$ cat src/rtl/axi4lite_pkg.sv
// Shared AXI4-Lite bus widths and the slave register-block FSM state types.
package axi4lite_pkg;

    localparam int ADDRWIDTH = 32;
    localparam int DATAWIDTH = 32;

    typedef enum logic [1:0] {
        W_IDLE   = 2'd0,
        W_HAVE_A = 2'd1,
        W_HAVE_D = 2'd2,
        W_RESP   = 2'd3
    } wr_state_t;

    typedef enum logic {
        R_IDLE = 1'b0,
        R_DATA = 1'b1
    } rd_state_t;

endpackage

$ cat src/rtl/axi4lite_regfile.sv
// NUMREGS x DATAWIDTH register array: one synchronous write port, one combinational read port.
// Zero latency on read; writes land on the clock edge, no backpressure.
module axi4lite_regfile #(
    parameter int NUMREGS   = 16,
    parameter int DATAWIDTH = 32,
    parameter int IDXW      = $clog2(NUMREGS)
) (
    input  logic                 clk,
    input  logic                 rst_n,
    input  logic                 wr_en,
    input  logic [IDXW-1:0]      wr_idx,
    input  logic [DATAWIDTH-1:0] wr_dat,
    input  logic [IDXW-1:0]      rd_idx,
    output logic [DATAWIDTH-1:0] rd_dat
);

    logic [NUMREGS-1:0][DATAWIDTH-1:0] regs_q;
    logic [NUMREGS-1:0][DATAWIDTH-1:0] regs_d;

    always_comb begin
        regs_d = regs_q;
        if (wr_en) begin
            regs_d[wr_idx] = wr_dat;
        end
    end

    always_ff @(posedge clk or negedge rst_n) begin
        if (!rst_n) begin
            regs_q <= '0;
        end else begin
            regs_q <= regs_d;
        end
    end

    // Reads see the pre-edge contents, so a same-edge write is not visible yet.
    assign rd_dat = regs_q[rd_idx];

endmodule

$ cat src/rtl/axi4lite_slave_regs.sv
// AXI4-Lite slave backed by a register bank; independent write and read FSMs, all outputs registered.
// B/R valid one cycle after the completing handshake; stalled B/R block new requests on that channel.
module axi4lite_slave_regs #(
    parameter int NUMREGS   = 16,
    parameter int ADDRWIDTH = axi4lite_pkg::ADDRWIDTH,
    parameter int DATAWIDTH = axi4lite_pkg::DATAWIDTH
) (
    input  logic                 ACLK,
    input  logic                 ARESETN,
    input  logic [ADDRWIDTH-1:0] AWADDR,
    input  logic                 AWVALID,
    output logic                 AWREADY,
    input  logic [DATAWIDTH-1:0] WDATA,
    input  logic                 WVALID,
    output logic                 WREADY,
    output logic                 BVALID,
    input  logic                 BREADY,
    input  logic [ADDRWIDTH-1:0] ARADDR,
    input  logic                 ARVALID,
    output logic                 ARREADY,
    output logic [DATAWIDTH-1:0] RDATA,
    output logic                 RVALID,
    input  logic                 RREADY
);

    import axi4lite_pkg::*;

    localparam int                 LSB        = $clog2(DATAWIDTH / 8);
    localparam int                 IDXW       = $clog2(NUMREGS);
    localparam logic [ADDRWIDTH-1:0] ADDR_LIMIT = ADDRWIDTH'(NUMREGS * (DATAWIDTH / 8));

    function automatic logic in_range(input logic [ADDRWIDTH-1:0] addr);
        return addr < ADDR_LIMIT;
    endfunction

    function automatic logic [IDXW-1:0] word_idx(input logic [ADDRWIDTH-1:0] addr);
        return addr[LSB +: IDXW];
    endfunction

    wr_state_t            wr_state_q, wr_state_d;
    rd_state_t            rd_state_q, rd_state_d;
    logic [ADDRWIDTH-1:0] awaddr_q, awaddr_d;
    logic [DATAWIDTH-1:0] wdata_q, wdata_d;
    logic [DATAWIDTH-1:0] rdata_q, rdata_d;
    logic                 awready_q, awready_d;
    logic                 wready_q, wready_d;
    logic                 bvalid_q, bvalid_d;
    logic                 arready_q, arready_d;
    logic                 rvalid_q, rvalid_d;

    logic                 aw_hs, w_hs, ar_hs;
    logic                 wr_commit;
    logic [ADDRWIDTH-1:0] wr_addr;
    logic [DATAWIDTH-1:0] wr_dat;
    logic                 rf_wr_en;
    logic [DATAWIDTH-1:0] rf_rd_dat;

    assign aw_hs = AWVALID && awready_q;
    assign w_hs  = WVALID && wready_q;
    assign ar_hs = ARVALID && arready_q;

    always_comb begin
        wr_state_d = wr_state_q;
        awaddr_d   = awaddr_q;
        wdata_d    = wdata_q;
        wr_commit  = 1'b0;
        wr_addr    = awaddr_q;
        wr_dat     = wdata_q;
        case (wr_state_q)
            W_IDLE: begin
                if (aw_hs && w_hs) begin
                    wr_commit  = 1'b1;
                    wr_addr    = AWADDR;
                    wr_dat     = WDATA;
                    wr_state_d = W_RESP;
                end else if (aw_hs) begin
                    awaddr_d   = AWADDR;
                    wr_state_d = W_HAVE_A;
                end else if (w_hs) begin
                    wdata_d    = WDATA;
                    wr_state_d = W_HAVE_D;
                end
            end
            W_HAVE_A: begin
                if (w_hs) begin
                    wr_commit  = 1'b1;
                    wr_dat     = WDATA;
                    wr_state_d = W_RESP;
                end
            end
            W_HAVE_D: begin
                if (aw_hs) begin
                    wr_commit  = 1'b1;
                    wr_addr    = AWADDR;
                    wr_state_d = W_RESP;
                end
            end
            W_RESP: begin
                if (BREADY) begin
                    wr_state_d = W_IDLE;
                end
            end
            default: wr_state_d = W_IDLE;
        endcase
        // Readies/valids are decoded from the next state so they come straight off flops.
        awready_d = (wr_state_d == W_IDLE) || (wr_state_d == W_HAVE_D);
        wready_d  = (wr_state_d == W_IDLE) || (wr_state_d == W_HAVE_A);
        bvalid_d  = (wr_state_d == W_RESP);
    end

    assign rf_wr_en = wr_commit && in_range(wr_addr);

    always_comb begin
        rd_state_d = rd_state_q;
        rdata_d    = rdata_q;
        case (rd_state_q)
            R_IDLE: begin
                if (ar_hs) begin
                    rdata_d    = in_range(ARADDR) ? rf_rd_dat : '0;
                    rd_state_d = R_DATA;
                end
            end
            R_DATA: begin
                if (RREADY) begin
                    rd_state_d = R_IDLE;
                end
            end
            default: rd_state_d = R_IDLE;
        endcase
        arready_d = (rd_state_d == R_IDLE);
        rvalid_d  = (rd_state_d == R_DATA);
    end

    always_ff @(posedge ACLK or negedge ARESETN) begin
        if (!ARESETN) begin
            wr_state_q <= W_IDLE;
            rd_state_q <= R_IDLE;
            awaddr_q   <= '0;
            wdata_q    <= '0;
            rdata_q    <= '0;
            awready_q  <= 1'b0;
            wready_q   <= 1'b0;
            bvalid_q   <= 1'b0;
            arready_q  <= 1'b0;
            rvalid_q   <= 1'b0;
        end else begin
            wr_state_q <= wr_state_d;
            rd_state_q <= rd_state_d;
            awaddr_q   <= awaddr_d;
            wdata_q    <= wdata_d;
            rdata_q    <= rdata_d;
            awready_q  <= awready_d;
            wready_q   <= wready_d;
            bvalid_q   <= bvalid_d;
            arready_q  <= arready_d;
            rvalid_q   <= rvalid_d;
        end
    end

    axi4lite_regfile #(
        .NUMREGS   (NUMREGS),
        .DATAWIDTH (DATAWIDTH),
        .IDXW      (IDXW)
    ) u_regfile (
        .clk    (ACLK),
        .rst_n  (ARESETN),
        .wr_en  (rf_wr_en),
        .wr_idx (word_idx(wr_addr)),
        .wr_dat (wr_dat),
        .rd_idx (word_idx(ARADDR)),
        .rd_dat (rf_rd_dat)
    );

    assign AWREADY = awready_q;
    assign WREADY  = wready_q;
    assign BVALID  = bvalid_q;
    assign ARREADY = arready_q;
    assign RVALID  = rvalid_q;
    assign RDATA   = rdata_q;

endmodule

$ cat config.mk
export PLATFORM = sky130hd
export DESIGN_NAME = axi4lite_slave_regs
export DESIGN_NICKNAME = d
export VERILOG_FILES = /design/src/rtl/axi4lite_pkg.sv /design/src/rtl/axi4lite_regfile.sv /design/src/rtl/axi4lite_slave_regs.sv
export SDC_FILE = /design/constraint.sdc
export NUM_CORES = 1
export LEC_CHECK = 0
export ABC_AREA = 1
export ABC_CLOCK_PERIOD_IN_PS = 1900
export CAP_MARGIN = 20
export CORE_ASPECT_RATIO = 0.75
export CORE_UTILIZATION = 25
export DETAILED_ROUTE_END_ITERATION = 8
export PLACE_DENSITY = 0.38
export SLEW_MARGIN = 15
export SYNTH_ARGS = -nofsm -noshare
export SYNTH_HDL_FRONTEND = slang
export SYNTH_SLANG_ARGS = --single-unit
$ cat constraint.sdc
create_clock -name ACLK -period 1.9 [get_ports ACLK]
set_input_delay 0.19 -clock ACLK [delete_from_list [all_inputs] [get_ports ACLK]]
set_output_delay 0.19 -clock ACLK [all_outputs]
set_load 0.05 [all_outputs]
### Yosys cells after proc, flatten, opt, wreduce, memory -nomap -nowiden

Cells that the tools add are included.

* reductions and logical operators: 13
* $lt $le $gt $ge: 5
* equal/unequal tests: 6
* bitwise gates (word level): 4
* multiplexer cells: 26

Operators with widths (number)
* 512-bit bitwise mux: 1
* 32-bit 2-to-1 mux: 7
* 32-bit binary-select mux with 4-bit select: 1
* 32-bit demux with 4-bit select: 1
* 32-bit case mux with 2 select lines: 2
* 32-bit by 7-bit less-than comparator with 1-bit output, second input constant: 2
* 2-bit 2-to-1 mux: 6
* 4-bit by 5-bit less-than comparator with 1-bit output, second input constant: 2
* 2-bit == test, second input constant: 4
* 2-bit case mux with 4 select lines: 1
* 1-bit logical AND: 6
* 1-bit 2-to-1 mux: 5
* 2-bit by 1-bit == test with 1-bit output, second input constant: 2
* 4-bit by 1-bit greater-or-equal comparator with 1-bit output, second input constant: 1
* 2-bit zero test: 2
* 1-bit NOT: 4
* 2-bit AND reduction: 2
* 1-bit case mux with 3 select lines: 1
* 3-bit AND reduction: 1
* 1-bit logical OR: 2
* 1-bit case mux with 2 select lines: 1

* flip-flop bits (word level): 615
* output and inout bits: 37
* logic and storage cells: 79

### Logic depth before layout (Yosys ltp)

* depth in word-level cells: 9
* mapped depth: 17
* depth with buffers taken out: 14

### Modules after synthesis

From an unflattened synthesis, not the netlist that was laid out.

* cells, all modules: 4130
* area, all modules: 30260.3 µm²

Modules (own cells, without submodules)
* axi4lite_regfile: area an instance 24472.2 µm², cells each 3276, times used 1
* axi4lite_slave_regs: area an instance 5788.1 µm², cells each 854, times used 1

### Worst setup path after synthesis

No wires, ideal clock.

* path kind: reg2reg
* from: reg awready_q, in the netlist AWREADY
* to: reg u_regfile.regs_q[483] (netlist bit)
* arrival time: 2306 ps
* data required time: 1782 ps
* cell stages (with the launch flop): 13
* setup time: 118 ps
* slack: -524 ps
* cells stage by stage: dfrtp_1 nand2_2 nor2_2 buf_4 nand3b_1 nand3_1 nand3_1 nor2_4 buf_6 nand3_4 buf_2 nand2_1 nand2_1

* longest elaborated chain between the ends: 9
* elaborated cells on any way between the ends: 18
* those cells by class: order compare (3); mux (11); reduce/logical (4)

Ends and longest elaborated chain
* start, declared: RTL line axi4lite_slave_regs.sv:45 `logic awready_q, awready_d;`
* start signal, assigned: RTL line axi4lite_slave_regs.sv:152 `awready_q <= awready_d;`
* 1-bit logical AND *: RTL line axi4lite_slave_regs.sv:58 `assign aw_hs = AWVALID && awready_q;`
* 1-bit logical AND: RTL line axi4lite_slave_regs.sv:71 `if (aw_hs && w_hs) begin`
* 32-bit 2-to-1 mux: RTL line axi4lite_slave_regs.sv:71
* 32-bit case mux with 2 select lines: RTL line axi4lite_slave_regs.sv:69 `case (wr_state_q)`
* 4-bit by 5-bit less-than comparator with 1-bit output (implied by the code) / 4-bit by 1-bit greater-or-equal comparator with 1-bit output (equally long branches): RTL line axi4lite_regfile.sv:23 `regs_d[wr_idx] = wr_dat;`
* 1-bit logical AND (implied by the code): RTL line axi4lite_regfile.sv:23
* 32-bit 2-to-1 mux (implied by the code): RTL line axi4lite_regfile.sv:23
* 32-bit demux with 4-bit select
* 512-bit bitwise mux: RTL line axi4lite_regfile.sv:23
* end signal, assigned: RTL line axi4lite_regfile.sv:31 `regs_q <= regs_d;`
* end, declared: RTL line axi4lite_regfile.sv:17 `logic [NUMREGS-1:0][DATAWIDTH-1:0] regs_q;`

Mark *: on every way between the ends. The rest lies on a longest branch, timed or not.
A chain may end at the register's enable or synchronous reset.

### Worst setup path in the final report

* from: reg awready_q, in the netlist AWREADY
* to: reg u_regfile.regs_q[351] (netlist bit)

The elaborated chain is that of the path after synthesis.

==> flow_summary_export.csv <==
group,metric,value,unit
yosys,synthMuxAreaShare,0.03620,%
yosys,syn_inst,4072,
die,start_util,25.33,%
timing,fin_ws,-0.5846,ns
timing,worstMarginPinSlew,0.6680,ns
clock_tree,cts_tree,"done",
clock_tree,insertion_delay,0.67,ns
yosys,yosys.area.top_type_share,49.32,%
yosys,synth.area.top_cells,"dfrtp_1, nand2_1, nand3_1",
critical_path,r2r-start,"AWREADY",
run_status,status,"finished, violations left",
die,ios,140,
timing,rsz0062_at_grt,"true",
yosys,syn_area_per_cell,7.638,um2
timing,min_period_over_period,130.8,%
critical_path,crit_path_start,"AWREADY",
yosys,synth_top_family_by_area,"simple AND/OR/NAND/NOR gates",
timing,setup_violations,542,
critical_path,required,2.44,ns
layout,seq_area,15340,um2
place,dp_hpwl,82730,um
yosys,synth.largest_area_cell,"dfrtp_1",
hold_path,hold_class,"primary input to flip-flop",
place,dp_slack,-0.9547,ns
timing,clock_skew,0.01827,ns
global_route,grt_overflow,0,
timing,fin_crit,2.485,ns
die,die_area,125800,um2
flow_run,cap_violations,0,
critical_path,critical_path_depth,18,
layout,num_antenna_cells,0,
yosys,synth_seq_cells,613,
critical_path,start_kind,"flip-flop",
clock_tree,ctsRootBufferMaster,"clkbuf_16",
drt,drt_pass1_iterations,5,
critical_path,endpoint_kind,"flip-flop",
drt,wl_per_cell,22.11,um
timing,slew_violations,0,
global_route,grt_use_total,20.63,%
critical_path,cp-endpoint,"u_regfile.regs_q[351]",
yosys,synthDistinctLibCells,34,
die,die_w,409.3,um
yosys,yosysSeqAreaShare,49.32,%
global_route,grt_pass1_wl,196600,um
timing,max-slew-margin-rel,54.90,%
critical_path,critPathKind,"flip-flop to flip-flop",
power,ir_worst_vdd,0.6724,mV
run_status,violations,"negative setup slack",
place,io_buffer_count,135,
power,p_leak,0.02027,uW
layout,finalNetCount,4478,
place,gp_congestion,0.7893,
drt,wl,134200,um
critical_path,r2r-end,"u_regfile.regs_q[351]",
global_route,antenna_found_initial,0,
critical_path,cpLargestDelayFamily,"buffers and inverters",
clock_tree,clkSinkCount,613,
layout,drive_above_1_share,18.05,%
critical_path,arrival,3.03,ns
yosys,synth-xor-area-share,0,%
drt,final_antenna_net_count,0,
yosys,synth_adder_area_share,0,%
die,rows,111,
clock_tree,clk_pin_slew_worst_paths,0.06,ns
die,core,122800,um2
drt,vias,29630,
global_route,grt_pass1_vias,28970,
drt,drtIter0Drc,2441,
yosys,synth_nets,4175,
critical_path,slowest_delay,0.42,ns
yosys,synth-simple-area-share,35.24,%
critical_path,worst-path-max-fanout,7,
power,power_density,1164,nW/um2
critical_path,cpMaxStageDelayCell,"dfrtp_2",
timing,max_freq,402.5,MHz
critical_path,path_buf_inv,8,
timing,hold_viol_final,0,
place,place_area,37550,um2
clock_tree,numCtsBuffers,74,
clock_tree,clk_path_buf_depth,3,
yosys,synth-compound-area-share,9.300,%
layout,synthToLayoutAreaGrowth,34.36,%
drt,drc,0,
clock_tree,htreeDepth,3,
drt,vias_per_cell,4.881,
layout,fill_cells,12990,
critical_path,rrSetupSlack,-0.58,ns
layout,finalInstanceArea,41790,um2
die,fp.dieH,307.5,um
yosys,syn_area,31100,um2
critical_path,rr_worst_depth,18,
critical_path,path_cells,"nand2_8 > buf_12 > nor2_4 > buf_6 > nor2_2 > nand3_2 > nand3_2 > nand2_4 > inv_2 > nand2_2 > nor2_4 > buf_12 > buf_16 > buf_8 > buf_12 > buf_16 > nand3_2 > nand2_1",
yosys,ys_warn_count,0,
timing,setup_tns,-265.32,ns
global_route,grt_max_degree,82,
layout,multi_input_area,14620,um2
==> cell usage after synthesis, drive strengths merged <==
cell type and n:
mux2 1, o211ai 28, dfrtp 613, clkbuf 190, nand3 698, o221ai 36, nor2 119, a32o 14
a22oi 32, o21ai 121, nor4 4, inv 61, or2 31, a31oi 12, buf 152, o311ai 48
a21oi 175, nand2 1730, nand3b 4, clkinv 1, nand4 2
==> sequential cells by signal, summed over array words and instances, names as in the netlist <==
name and cells:
u_regfile.regs_q 512, RDATA 32, wdata_q 32, awaddr_q 30, wr_state_q 2, ARREADY 1
AWREADY 1, BVALID 1, RVALID 1, WREADY 1
==> where the power goes <==
| group | total, uW | switching [uW] | internal, uW |
|---|---|---|---|
| Combinational | 19900 | 12900 | 6980 |
| Sequential | 14200 | 509 | 13700 |
| Clock | 14600 | 6260 | 8300 |
| Total | 48700 | 19600 | 29000 |
==> how the worst min path moves through the flow <==
stage                                  endpoint  depth (start not counted)  slack [ns]    start
after floorplan                         ARREADY                          0       -0.11  ARESETN
after global placement               wdata_q[7]                          1        0.05  ARESETN
after detailed placement  u_regfile.regs_q[201]                          1        0.05  ARESETN
after CTS                                RVALID                          2        0.11   RREADY
after global routing                     RVALID                          2        0.16   RREADY
final                                    RVALID                          2        0.16   RREADY
==> cell type report <==
cell class              count  share of cell area [%]
flip-flops and latches    613                   36.71
multi-input cells        3055                   34.97
repair buffers            569                   17.07
clock buffers             107                   5.138
well taps                1638                   4.904
clock inverters            26                  0.6078
inverters                  62                  0.5928
==> per-stage QoR <==
stage,instances,util (%),hold WS [ns],power (uW)
6_report,6070,34.04,0.1596,48660
5_1_grt,6070,34.04,0.1560,50900
4_1_cts,6023,32.96,0.1076,48260
3_5_place_dp,5872,30.59,0.04983,33130
3_3_place_gp,5872,30.59,0.05101,33160
2_1_floorplan,4072,-,-0.1056,22590
==> cells by family (layout without fill, tap and decap cells) <==
family	after synthesis	count (layout)
AOI/OAI and AO/OA	466	466
DFF	613	613
buffers and inverters	404	764
and+or+nand+nor	2588	2588
muxes	1	1
==> cell usage in the layout (no fill, tap or decap), types with 32 or more instances in the layout <==
cell type,count
buf_12,144
o311ai_0,48
nand3_1,649
nand2_1,1635
clkdlybuf4s50_1,123
dfrtp_1,611
nand2_2,79
o21ai_0,117
a22oi_1,32
inv_1,51
a21oi_1,175
clkbuf_16,95
nor2_1,79
buf_4,238
==> metal layers <==
metal	global-route usage, %	vias up	share of wire, %
met5	0	-	0
met2	31.38	693	44
li1	-	14100	-
met1	30.62	14680	49
met3	2.958	144	4.6
met4	4.695	0	1.9
==> timing repair <==
| item | CTS | global route |
|---|---|---|
| endpoints found under the setup margin | 542 | 542 |
| cloned | 5 | 22 |
| setup buffers | 12 | 26 |
| hold buffers | 2 | 0 |
| endpoints found under the hold margin | 613 | 0 |
| pin swaps | 8 | 35 |
| gates resized for setup | 59 | 153 |
Power figures use the tool's default switching activity.
